## config.mk

```make
export PLATFORM = sky130hd
export DESIGN_NAME = rca_seq_ctrl
export DESIGN_NICKNAME = d
export VERILOG_FILES = /design/src/rtl/nc_pkg.sv /design/src/rtl/rca_addr_gen.sv /design/src/rtl/rca_seq_ctrl.sv
export SDC_FILE = /design/constraint.sdc
export NUM_CORES = 1
export LEC_CHECK = 0
export CORE_MARGIN = 1.5
export CORE_UTILIZATION = 52
export DETAILED_ROUTE_END_ITERATION = 7
export GPL_TIMING_DRIVEN = 0
export PLACE_DENSITY_LB_ADDON = 0.05
export SLEW_MARGIN = 10
export SYNTH_ARGS = -nofsm -noshare
export SYNTH_HDL_FRONTEND = slang
export SYNTH_SLANG_ARGS = --single-unit
```

## constraint.sdc

```tcl
create_clock -name clk -period 3.49 [get_ports clk]
set_input_delay 0.698 -clock clk [delete_from_list [all_inputs] [get_ports clk]]
set_output_delay 0.698 -clock clk [all_outputs]
set_load 0.01 [all_outputs]
```

## src/rtl/nc_pkg.sv

```systemverilog
// Shared definitions for the ripple-carry-add sequencer: FSM state encoding,
// default widths, operand length limit and write-back source encodings.
package nc_pkg;

    localparam int ADDR_W   = 8;   // wordline row-address width
    localparam int NB_W     = 5;   // operand bit-count width
    localparam int MAX_BITS = 16;  // longest legal operand

    // Write-back source select
    localparam logic WR_SEL_SUM   = 1'b0;
    localparam logic WR_SEL_CARRY = 1'b1;

    typedef enum logic [2:0] {
        S_IDLE  = 3'd0,
        S_LOAD  = 3'd1,
        S_ACT   = 3'd2,
        S_WB    = 3'd3,
        S_CARRY = 3'd4,
        S_DONE  = 3'd5
    } state_e;

endpackage

```

## src/rtl/rca_addr_gen.sv

```systemverilog
// Bit-index counter and row-address adders for the bit-serial in-memory add.
// Rows are produced for the index the counter will hold next cycle, so the
// controller can register them together with its next-state strobes.
module rca_addr_gen #(
    parameter int ADDR_W = nc_pkg::ADDR_W,
    parameter int NB_W   = nc_pkg::NB_W
) (
    input  logic              clk,
    input  logic              rst,
    input  logic              load,     // accept new operation: capture bases, clear index
    input  logic              inc,      // advance to the next bit
    input  logic [ADDR_W-1:0] a_base,
    input  logic [ADDR_W-1:0] b_base,
    input  logic [ADDR_W-1:0] d_base,
    input  logic [NB_W-1:0]   nbits,
    output logic              i_last,   // current index is the operand MSB
    output logic [ADDR_W-1:0] a_row,
    output logic [ADDR_W-1:0] b_row,
    output logic [ADDR_W-1:0] d_row
);

    logic [NB_W-1:0]   r_i;
    logic [NB_W-1:0]   r_nbits;
    logic [ADDR_W-1:0] r_a_base;
    logic [ADDR_W-1:0] r_b_base;
    logic [ADDR_W-1:0] r_d_base;
    logic [NB_W-1:0]   w_i_nxt;

    // Next index: cleared on load, bumped after every write-back. The bump
    // after the last bit leaves i = nbits, which makes d_row the carry row.
    always_comb begin
        w_i_nxt = r_i;
        if (load)
            w_i_nxt = '0;
        else if (inc)
            w_i_nxt = r_i + NB_W'(1);
    end

    // Index counter and registered operand geometry
    always_ff @(posedge clk) begin
        if (rst) begin
            r_i      <= '0;
            r_nbits  <= '0;
            r_a_base <= '0;
            r_b_base <= '0;
            r_d_base <= '0;
        end else begin
            r_i <= w_i_nxt;
            if (load) begin
                r_nbits  <= nbits;
                r_a_base <= a_base;
                r_b_base <= b_base;
                r_d_base <= d_base;
            end
        end
    end

    // Row adders wrap modulo 2^ADDR_W by construction
    always_comb begin
        i_last = (r_i == (r_nbits - NB_W'(1)));
        a_row  = r_a_base + ADDR_W'(w_i_nxt);
        b_row  = r_b_base + ADDR_W'(w_i_nxt);
        d_row  = r_d_base + ADDR_W'(w_i_nxt);
    end

endmodule

```

## src/rtl/rca_seq_ctrl.sv

```systemverilog
// Sequencer for a bit-serial ripple-carry add inside a memory array.
// Per bit: ACT fires the A/B wordlines and sense amps, WB writes SUM to the
// destination row and latches COUT; a final CARRY cycle writes the carry-out.
// All outputs are flops loaded from the next-state decode.
module rca_seq_ctrl #(
    parameter int ADDR_W = nc_pkg::ADDR_W,
    parameter int NB_W   = nc_pkg::NB_W
) (
    input  logic              clk,
    input  logic              rst,
    input  logic              start,
    input  logic              cin,
    input  logic [ADDR_W-1:0] a_base,
    input  logic [ADDR_W-1:0] b_base,
    input  logic [ADDR_W-1:0] d_base,
    input  logic [NB_W-1:0]   nbits,
    output logic              busy,
    output logic              done,
    output logic              err,
    output logic              wl_en,
    output logic [ADDR_W-1:0] wl_a_addr,
    output logic [ADDR_W-1:0] wl_b_addr,
    output logic              sa_en,
    output logic              carry_init,
    output logic              carry_val,
    output logic              carry_en,
    output logic              wr_en,
    output logic [ADDR_W-1:0] wr_addr,
    output logic              wr_sel
);

    nc_pkg::state_e    r_state;
    nc_pkg::state_e    w_state_nxt;

    logic              w_len_ok;
    logic              w_load;
    logic              w_inc;
    logic              w_err_nxt;
    logic              w_i_last;
    logic [ADDR_W-1:0] w_a_row;
    logic [ADDR_W-1:0] w_b_row;
    logic [ADDR_W-1:0] w_d_row;

    logic              w_busy_nxt;
    logic              w_done_nxt;
    logic              w_wl_en_nxt;
    logic [ADDR_W-1:0] w_wl_a_nxt;
    logic [ADDR_W-1:0] w_wl_b_nxt;
    logic              w_sa_en_nxt;
    logic              w_cinit_nxt;
    logic              w_cval_nxt;
    logic              w_cen_nxt;
    logic              w_wr_en_nxt;
    logic [ADDR_W-1:0] w_wr_addr_nxt;
    logic              w_wr_sel_nxt;

    logic              r_busy;
    logic              r_done;
    logic              r_err;
    logic              r_wl_en;
    logic [ADDR_W-1:0] r_wl_a;
    logic [ADDR_W-1:0] r_wl_b;
    logic              r_sa_en;
    logic              r_cinit;
    logic              r_cval;
    logic              r_cen;
    logic              r_wr_en;
    logic [ADDR_W-1:0] r_wr_addr;
    logic              r_wr_sel;

    rca_addr_gen #(
        .ADDR_W (ADDR_W),
        .NB_W   (NB_W)
    ) u_addr_gen (
        .clk    (clk),
        .rst    (rst),
        .load   (w_load),
        .inc    (w_inc),
        .a_base (a_base),
        .b_base (b_base),
        .d_base (d_base),
        .nbits  (nbits),
        .i_last (w_i_last),
        .a_row  (w_a_row),
        .b_row  (w_b_row),
        .d_row  (w_d_row)
    );

    // Operand length must be 1..MAX_BITS to be accepted
    always_comb begin
        w_len_ok = (nbits != '0) && (int'(nbits) <= nc_pkg::MAX_BITS);
    end

    // State register
    always_ff @(posedge clk) begin
        if (rst)
            r_state <= nc_pkg::S_IDLE;
        else
            r_state <= w_state_nxt;
    end

    // Next-state logic; start is only looked at in IDLE
    always_comb begin
        w_state_nxt = r_state;
        w_load      = 1'b0;
        w_inc       = 1'b0;
        w_err_nxt   = 1'b0;
        case (r_state)
            nc_pkg::S_IDLE: begin
                if (start) begin
                    if (w_len_ok) begin
                        w_state_nxt = nc_pkg::S_LOAD;
                        w_load      = 1'b1;
                    end else begin
                        w_err_nxt   = 1'b1;
                    end
                end
            end
            nc_pkg::S_LOAD:  w_state_nxt = nc_pkg::S_ACT;
            nc_pkg::S_ACT:   w_state_nxt = nc_pkg::S_WB;
            nc_pkg::S_WB: begin
                w_inc       = 1'b1;
                w_state_nxt = w_i_last ? nc_pkg::S_CARRY : nc_pkg::S_ACT;
            end
            nc_pkg::S_CARRY: w_state_nxt = nc_pkg::S_DONE;
            nc_pkg::S_DONE:  w_state_nxt = nc_pkg::S_IDLE;
            default:         w_state_nxt = nc_pkg::S_IDLE;
        endcase
    end

    // Output decode for the state being entered; idle values are all zero
    always_comb begin
        w_busy_nxt    = (w_state_nxt != nc_pkg::S_IDLE);
        w_done_nxt    = 1'b0;
        w_wl_en_nxt   = 1'b0;
        w_wl_a_nxt    = '0;
        w_wl_b_nxt    = '0;
        w_sa_en_nxt   = 1'b0;
        w_cinit_nxt   = 1'b0;
        w_cval_nxt    = 1'b0;
        w_cen_nxt     = 1'b0;
        w_wr_en_nxt   = 1'b0;
        w_wr_addr_nxt = '0;
        w_wr_sel_nxt  = nc_pkg::WR_SEL_SUM;
        case (w_state_nxt)
            nc_pkg::S_LOAD: begin
                // Entered only from an accepted start, so cin is the sampled carry-in
                w_cinit_nxt = 1'b1;
                w_cval_nxt  = cin;
            end
            nc_pkg::S_ACT: begin
                w_wl_en_nxt = 1'b1;
                w_sa_en_nxt = 1'b1;
                w_wl_a_nxt  = w_a_row;
                w_wl_b_nxt  = w_b_row;
            end
            nc_pkg::S_WB: begin
                w_wr_en_nxt   = 1'b1;
                w_wr_sel_nxt  = nc_pkg::WR_SEL_SUM;
                w_wr_addr_nxt = w_d_row;
                w_cen_nxt     = 1'b1;
            end
            nc_pkg::S_CARRY: begin
                w_wr_en_nxt   = 1'b1;
                w_wr_sel_nxt  = nc_pkg::WR_SEL_CARRY;
                w_wr_addr_nxt = w_d_row;
            end
            nc_pkg::S_DONE: w_done_nxt = 1'b1;
            default: ;
        endcase
    end

    // Output registers
    always_ff @(posedge clk) begin
        if (rst) begin
            r_busy    <= 1'b0;
            r_done    <= 1'b0;
            r_err     <= 1'b0;
            r_wl_en   <= 1'b0;
            r_wl_a    <= '0;
            r_wl_b    <= '0;
            r_sa_en   <= 1'b0;
            r_cinit   <= 1'b0;
            r_cval    <= 1'b0;
            r_cen     <= 1'b0;
            r_wr_en   <= 1'b0;
            r_wr_addr <= '0;
            r_wr_sel  <= 1'b0;
        end else begin
            r_busy    <= w_busy_nxt;
            r_done    <= w_done_nxt;
            r_err     <= w_err_nxt;
            r_wl_en   <= w_wl_en_nxt;
            r_wl_a    <= w_wl_a_nxt;
            r_wl_b    <= w_wl_b_nxt;
            r_sa_en   <= w_sa_en_nxt;
            r_cinit   <= w_cinit_nxt;
            r_cval    <= w_cval_nxt;
            r_cen     <= w_cen_nxt;
            r_wr_en   <= w_wr_en_nxt;
            r_wr_addr <= w_wr_addr_nxt;
            r_wr_sel  <= w_wr_sel_nxt;
        end
    end

    assign busy       = r_busy;
    assign done       = r_done;
    assign err        = r_err;
    assign wl_en      = r_wl_en;
    assign wl_a_addr  = r_wl_a;
    assign wl_b_addr  = r_wl_b;
    assign sa_en      = r_sa_en;
    assign carry_init = r_cinit;
    assign carry_val  = r_cval;
    assign carry_en   = r_cen;
    assign wr_en      = r_wr_en;
    assign wr_addr    = r_wr_addr;
    assign wr_sel     = r_wr_sel;

endmodule
```

== Word-level counts from Yosys, hierarchy flattened ==
Cells that the tools add are included.
Operators by class
  $add $sub $neg: 5
  multiply operators: 0
  divide/modulo/power cells: 0
  magnitude comparators: 1
  equality and inequality tests: 10
  shifts and indexed selects: 0
  multiplexer cells: 17
  bitwise operators: 5
  reductions and logical operators: 9
Operators by type and width (count)
  $add A8 B5 Y8: 3
  $pmux W3 S5: 1
  $eq A3 B2 Y1 const B: 4
  $mux W1: 11
  $mux W5: 2
  $eq A3 B3 Y1 const B: 3
  $mux W3: 3
  $reduce_or A2 Y1: 4
  $eq A3 B1 Y1 const B: 2
  $add A5 B1 Y5 const B: 1
  $eq A5 B5 Y1: 1
  $le A5 B5 Y1 const B: 1
  $not A1 Y1: 5
  $reduce_bool A5 Y1: 1
  $sub A5 B1 Y5 const B: 1
  $logic_not A3 Y1: 1
  $reduce_bool A3 Y1: 1
  $reduce_or A3 Y1: 1
  $logic_and A1 B1 Y1: 1
Word-level totals
  bits in registers: 70
  latch bits: 0
  RAM bits: 0
  bits in read-only memories: 0
  output and inout bits: 34
  memories kept: 0

== Logic depth before layout (Yosys ltp) ==
  depth in word-level cells: 9
  gate-level depth with buffers: 12
  depth with buffers taken out: 10

== Modules after synthesis ==
Synthesis repeated with hierarchy kept, for this count alone.
Unflattened totals
  cell total of the unflattened synthesis: 348
  area total of the unflattened synthesis: 3368.2 um2
Modules (own cells, without submodules)
  rca_addr_gen: instances 1, cells each 247, area an instance 2188.3 um2, seq. area each 680.7 um2
  rca_seq_ctrl: instances 1, cells each 101, area an instance 1179.9 um2, seq. area each 720.7 um2

== Worst setup path before layout ==
Ideal clock, no wire load.
  kind: input-to-reg
  start point: in nbits[0]
  end point: reg r_wl_a[7] (netlist: wl_a_addr[7])
  setup time: 0.130 ns
  arrival time: 2.986 ns
  data required time: 3.360 ns
  setup slack: 0.375 ns
  cell stages on the path: 9
  cells stage by stage: nor4_4 -> xor2_1 -> nor2_1 -> nor2_1 -> ha_1 -> a211oi_1 -> nor4_1 -> nor4b_1 -> nor3_2
On the way
  elaborated cells between the ends (all ways): 14
  classes of those cells: add/sub: 1; order compare: 1; eq/ne: 1; mux: 7; bitwise: 1; reduce/logical: 3
RTL lines
  from (decl): line rca_seq_ctrl.sv:16  | input logic [NB_W-1:0] nbits,
  $le A5 B5 Y1 / $reduce_bool A5 Y1 (equally long branches): line rca_seq_ctrl.sv:91  | w_len_ok = (nbits != '0) && (int'(nbits) <= nc_pkg::MAX_BITS);
  $logic_and A1 B1 Y1 (*): line rca_seq_ctrl.sv:91
  $mux W1 (*): line rca_seq_ctrl.sv:111  | if (w_len_ok) begin
  $mux W1 (*): line rca_seq_ctrl.sv:110  | if (start) begin
  $mux W1 (*): line rca_seq_ctrl.sv:108  | case (r_state)
  $mux W5 (*): line rca_addr_gen.sv:33  | if (load)
  via u_addr_gen.w_i_nxt[1]: line rca_addr_gen.sv:27  | logic [NB_W-1:0] w_i_nxt;
  $add A8 B5 Y8 (*): line rca_addr_gen.sv:61  | a_row = r_a_base + ADDR_W'(w_i_nxt);
  to (signal assigned): line rca_seq_ctrl.sv:194  | r_wl_a <= w_wl_a_nxt;
  to (decl): line rca_seq_ctrl.sv:61  | logic [ADDR_W-1:0] r_wl_a;
Mark *: on every way through the listed nets, which the timed path passes. The rest lies on a longest branch.
A chain may end at the register's enable or synchronous reset.

== Final worst setup path ==
  start point: in nbits[0]
  end point: reg r_wr_addr[6] (netlist: wr_addr[6])
On the way
  elaborated cells between the ends (all ways): 16
  classes of those cells: add/sub: 1; order compare: 1; eq/ne: 2; mux: 7; bitwise: 1; reduce/logical: 4
RTL lines
  $le A5 B5 Y1 / $reduce_bool A5 Y1 (equally long branches): line rca_seq_ctrl.sv:91
  $logic_and A1 B1 Y1 (*): line rca_seq_ctrl.sv:91
  $mux W1 (*): line rca_seq_ctrl.sv:111
  $mux W1 (*): line rca_seq_ctrl.sv:110
  $mux W1 (*): line rca_seq_ctrl.sv:108
  $mux W5 (*): line rca_addr_gen.sv:33
  via u_addr_gen.w_i_nxt[0]: line rca_addr_gen.sv:27
  $add A8 B5 Y8 (*): line rca_addr_gen.sv:63  | d_row = r_d_base + ADDR_W'(w_i_nxt);
  to (signal assigned): line rca_seq_ctrl.sv:201  | r_wr_addr <= w_wr_addr_nxt;
  to (decl): line rca_seq_ctrl.sv:68  | logic [ADDR_W-1:0] r_wr_addr;
Marks and branches as above.

==> flow_metrics.env <==
export IMPL_dpl_instance_area_um2=4300
export IMPL_synthArstFlopShare=0
export IMPL_switching_share=0.256
export IMPL_die_h_um=85.5
export IMPL_grt_max_degree=12
export IMPL_overflow=0
export IMPL_netlist_area_um2=3540
export IMPL_rsz0062_at_grt="false"
export IMPL_cts_made_buffers=9
export IMPL_wl_um=8560
export IMPL_timing_final_hold_violations=0
export IMPL_grt_pass1_vias=3035
export IMPL_synth_cell_types=49
export IMPL_num_vias=3241
export IMPL_postCtsHoldBufs=0
export IMPL_stdcell_count=554
export IMPL_seq_area_um2=1400
export IMPL_power_density_nw_per_um2=391
export IMPL_yosysTopAreaCell="dfxtp_1"
export IMPL_cp_start_kind="primary input"
export IMPL_avgRoutedWirePerCell_um=15.5
export IMPL_finalClockSkew_ns=0.00612
export IMPL_synth_top_area_share=0.396
export IMPL_violations="design-rule violations"
export IMPL_cts_root_buf="clkbuf_8"
export IMPL_crit_required_ns=3.75
export IMPL_synthToLayoutAreaGrowth_pct=28.8
export IMPL_leakage_nw=1.62
export IMPL_cts_setup_buffers=0
export IMPL_max_freq_mhz=306
export IMPL_cts_clk_slew_worst_paths_ns=0.07
export IMPL_multi_input_area_um2=2000
export IMPL_die_width_um=85.5
export IMPL_critical_path_class="primary input to flop"
export IMPL_vdd_drop_max_mv=0.215
export IMPL_cts_tree="built"
export IMPL_port_buffers=66
export IMPL_power_frac_comb=0.138
export IMPL_status="complete, but fails checks"
export IMPL_first_pass_iters=8
export IMPL_postSynthNetCount=448
export IMPL_internal_power_mw=1.33
export IMPL_drtIter0Drc=173
export IMPL_fin_nets=525
export IMPL_pre_cts_slack_ns=-0.839
export IMPL_n_antenna_cell=0
export IMPL_ant_nets=0
export IMPL_antenna_found_initial=0
export IMPL_period_share=0.937
export IMPL_cp_slowest_cell="clkdlybuf4s50_1"
export IMPL_synth_avg_cell_area_um2=8.96
export IMPL_final_area_um2=4560
export IMPL_setup_ws_ns=0.219
export IMPL_hold_path_class="flop to flop"
export IMPL_tightest_slew_ns=0.512
export IMPL_start_util=0.548
export IMPL_seq_area_frac_synth=0.396
export IMPL_synth_area_leaders="dfxtp_1 40%, a21oi_1 6.2%, ha_1 6.0%"
export IMPL_mostFrequentLayoutCell="dfxtp_1"
export IMPL_synth_edf_count=0
export IMPL_arrival_ns=3.53
export IMPL_vias_per_cell=5.85
export IMPL_setup_viol=0
export IMPL_netlist_instances=395
export IMPL_fp_row_count=29
export IMPL_dieArea_um2=7310
export IMPL_fin_crit_ns=3.27
export IMPL_pwr_share_seq=0.475
export IMPL_io_pins=67
export IMPL_remaining_drc_errors=6
export IMPL_slowest_delay_ns=0.46
export IMPL_slew_violations=0
export IMPL_p_switching_mw=0.456
export IMPL_ys_warn_count=0
export IMPL_slew_headroom=0.656
export IMPL_htree_levels=3
export IMPL_dp_hpwl_um=6250
export IMPL_gp_congestion=0.858
export IMPL_layout_drive_gt1_share=0.113
export IMPL_grt_pass1_wl_um=14000
export IMPL_dp_cells=538
export IMPL_worstPathCellList="clkdlybuf4s50_1 -> nor4_4 -> xor2_2 -> nor2_4 -> nor2_1 -> ha_1 -> fa_1 -> a21oi_1 -> o211ai_1 -> xnor2_1 -> a211oi_1"
export IMPL_fillers=531
export IMPL_synth_flop_cell="dfxtp_1"
export IMPL_crit_path_end_kind="flop"
export IMPL_groute_usage_overall=0.244
export IMPL_clock_path_buffers=2
export IMPL_final_cell_mix="70 x dfxtp_1, 66 x clkdlybuf4s50_1, 44 x a21oi_1, 40 x nand3_1, 35 x o21ai_0"
export IMPL_core_um2=6460
export IMPL_clock_latency_ns=0.35
export IMPL_cap_violations=0
export IMPL_clkPwrFrac=0.387
export IMPL_clock_sinks=70
export IMPL_synth_seq_cells=70
export IMPL_critPathMaxFanout=10
[layer usage]
metal	vias up	wire, µm	track usage
met3	22	551	0.0375
met2	115	3860	0.392
met5	-	0	0
li1	1592	-	-
met1	1512	3870	0.321
met4	0	281	0.125
[cell usage after synthesis, drive strengths merged, types with 3 or more instances]
| cell | n |
|---|---|
| a2111oi | 3 |
| a211oi | 11 |
| a21oi | 44 |
| and4b | 4 |
| buf | 12 |
| clkbuf | 18 |
| dfxtp | 70 |
| fa | 3 |
| ha | 17 |
| inv | 10 |
| nand2 | 12 |
| nand2b | 3 |
| nand3 | 40 |
| nor2 | 20 |
| nor3 | 15 |
| nor3b | 11 |
| nor4 | 8 |
| o211ai | 6 |
| o21ai | 36 |
| o21bai | 4 |
| xnor2 | 15 |
| xor2 | 6 |
[through the flow]
stage / total power [mW] / utilization / hold slack, ns / TNS (ns)
finish: 1.78 / 0.706 / 0.487 / 0
detailed placement: 1.10 / 0.665 / 0.474 / -6.87
CTS: 1.79 / 0.701 / 0.484 / 0
global route: 1.86 / 0.706 / 0.507 / 0
global placement: 1.10 / 0.665 / 0.467 / -6.18
floorplan: 1.00 / - / 0.458 / 0
[final cells by class]
type / instances / share of cell area
Multi-Input combinational cell: 285 / 0.438
Sequential cell: 70 / 0.307
Buffer: 30 / 0.0338
Clock inverter: 2 / 0.00851
Inverter: 10 / 0.00823
Timing Repair Buffer: 66 / 0.145
Clock buffer: 14 / 0.0379
Tap cell: 77 / 0.0211
[worst max-delay path: cells and delay by family]
family | cells | cell delay, ns
compound gates | 3 | 0.51
buf+inv | 1 | 0.46
fa+ha+maj | 2 | 0.69
xor+xnor | 2 | 0.32
simple gates | 3 | 0.85
[cells by family after synthesis]
| family | share of synthesized area |
|---|---|
| AND/OR/NAND/NOR | 0.216 |
| flip-flops | 0.396 |
| XOR/XNOR | 0.0520 |
| AO/OA/AOI/OAI | 0.200 |
| multiplexers | 0.00566 |
| buffers and inverters | 0.0541 |
| adder cells (fa/ha/maj) | 0.0771 |
[flip-flops by register name, indices dropped and copies added (netlist names)]
signal,cells
u_addr_gen.r_a_base,8
u_addr_gen.r_b_base,8
u_addr_gen.r_d_base,8
wl_a_addr,8
wl_b_addr,8
wr_addr,8
u_addr_gen.r_i,5
u_addr_gen.r_nbits,5
r_state,3
busy,1
carry_en,1
carry_init,1
carry_val,1
done,1
err,1
sa_en,1
wr_en,1
wr_sel,1
[final timing paths]
path                            cells after the start                                 from                             endpoint  slack, ns
worst max-delay path                               11                             nbits[0]                wr_addr[6]$_SDFF_PP0_       0.22
worst min-delay path                                2  u_addr_gen.r_a_base[4]$_SDFFE_PP0P_  u_addr_gen.r_a_base[4]$_SDFFE_PP0P_       0.49
worst max register to register                     10                r_state[2]$_SDFF_PP0_              wl_a_addr[7]$_SDFF_PP0_       0.47
worst min register to register                      2  u_addr_gen.r_a_base[4]$_SDFFE_PP0P_  u_addr_gen.r_a_base[4]$_SDFFE_PP0P_       0.49
[repair_timing]
action                                 4_1_cts  5_1_grt
setup endpoints to repair                    9       10
endpoints found under the hold margin        0        0
resized for setup                            6        6
[power groups by stage]
stage / clock network, mW / registers, mW / logic [mW]
2_1_floorplan: 0 / 0.863 / 0.142
3_3_place_gp: 0 / 0.864 / 0.233
3_5_place_dp: 0 / 0.865 / 0.237
4_1_cts: 0.701 / 0.847 / 0.241
5_1_grt: 0.735 / 0.850 / 0.271
6_report: 0.691 / 0.847 / 0.246
(Power assumes the default switching activity.)
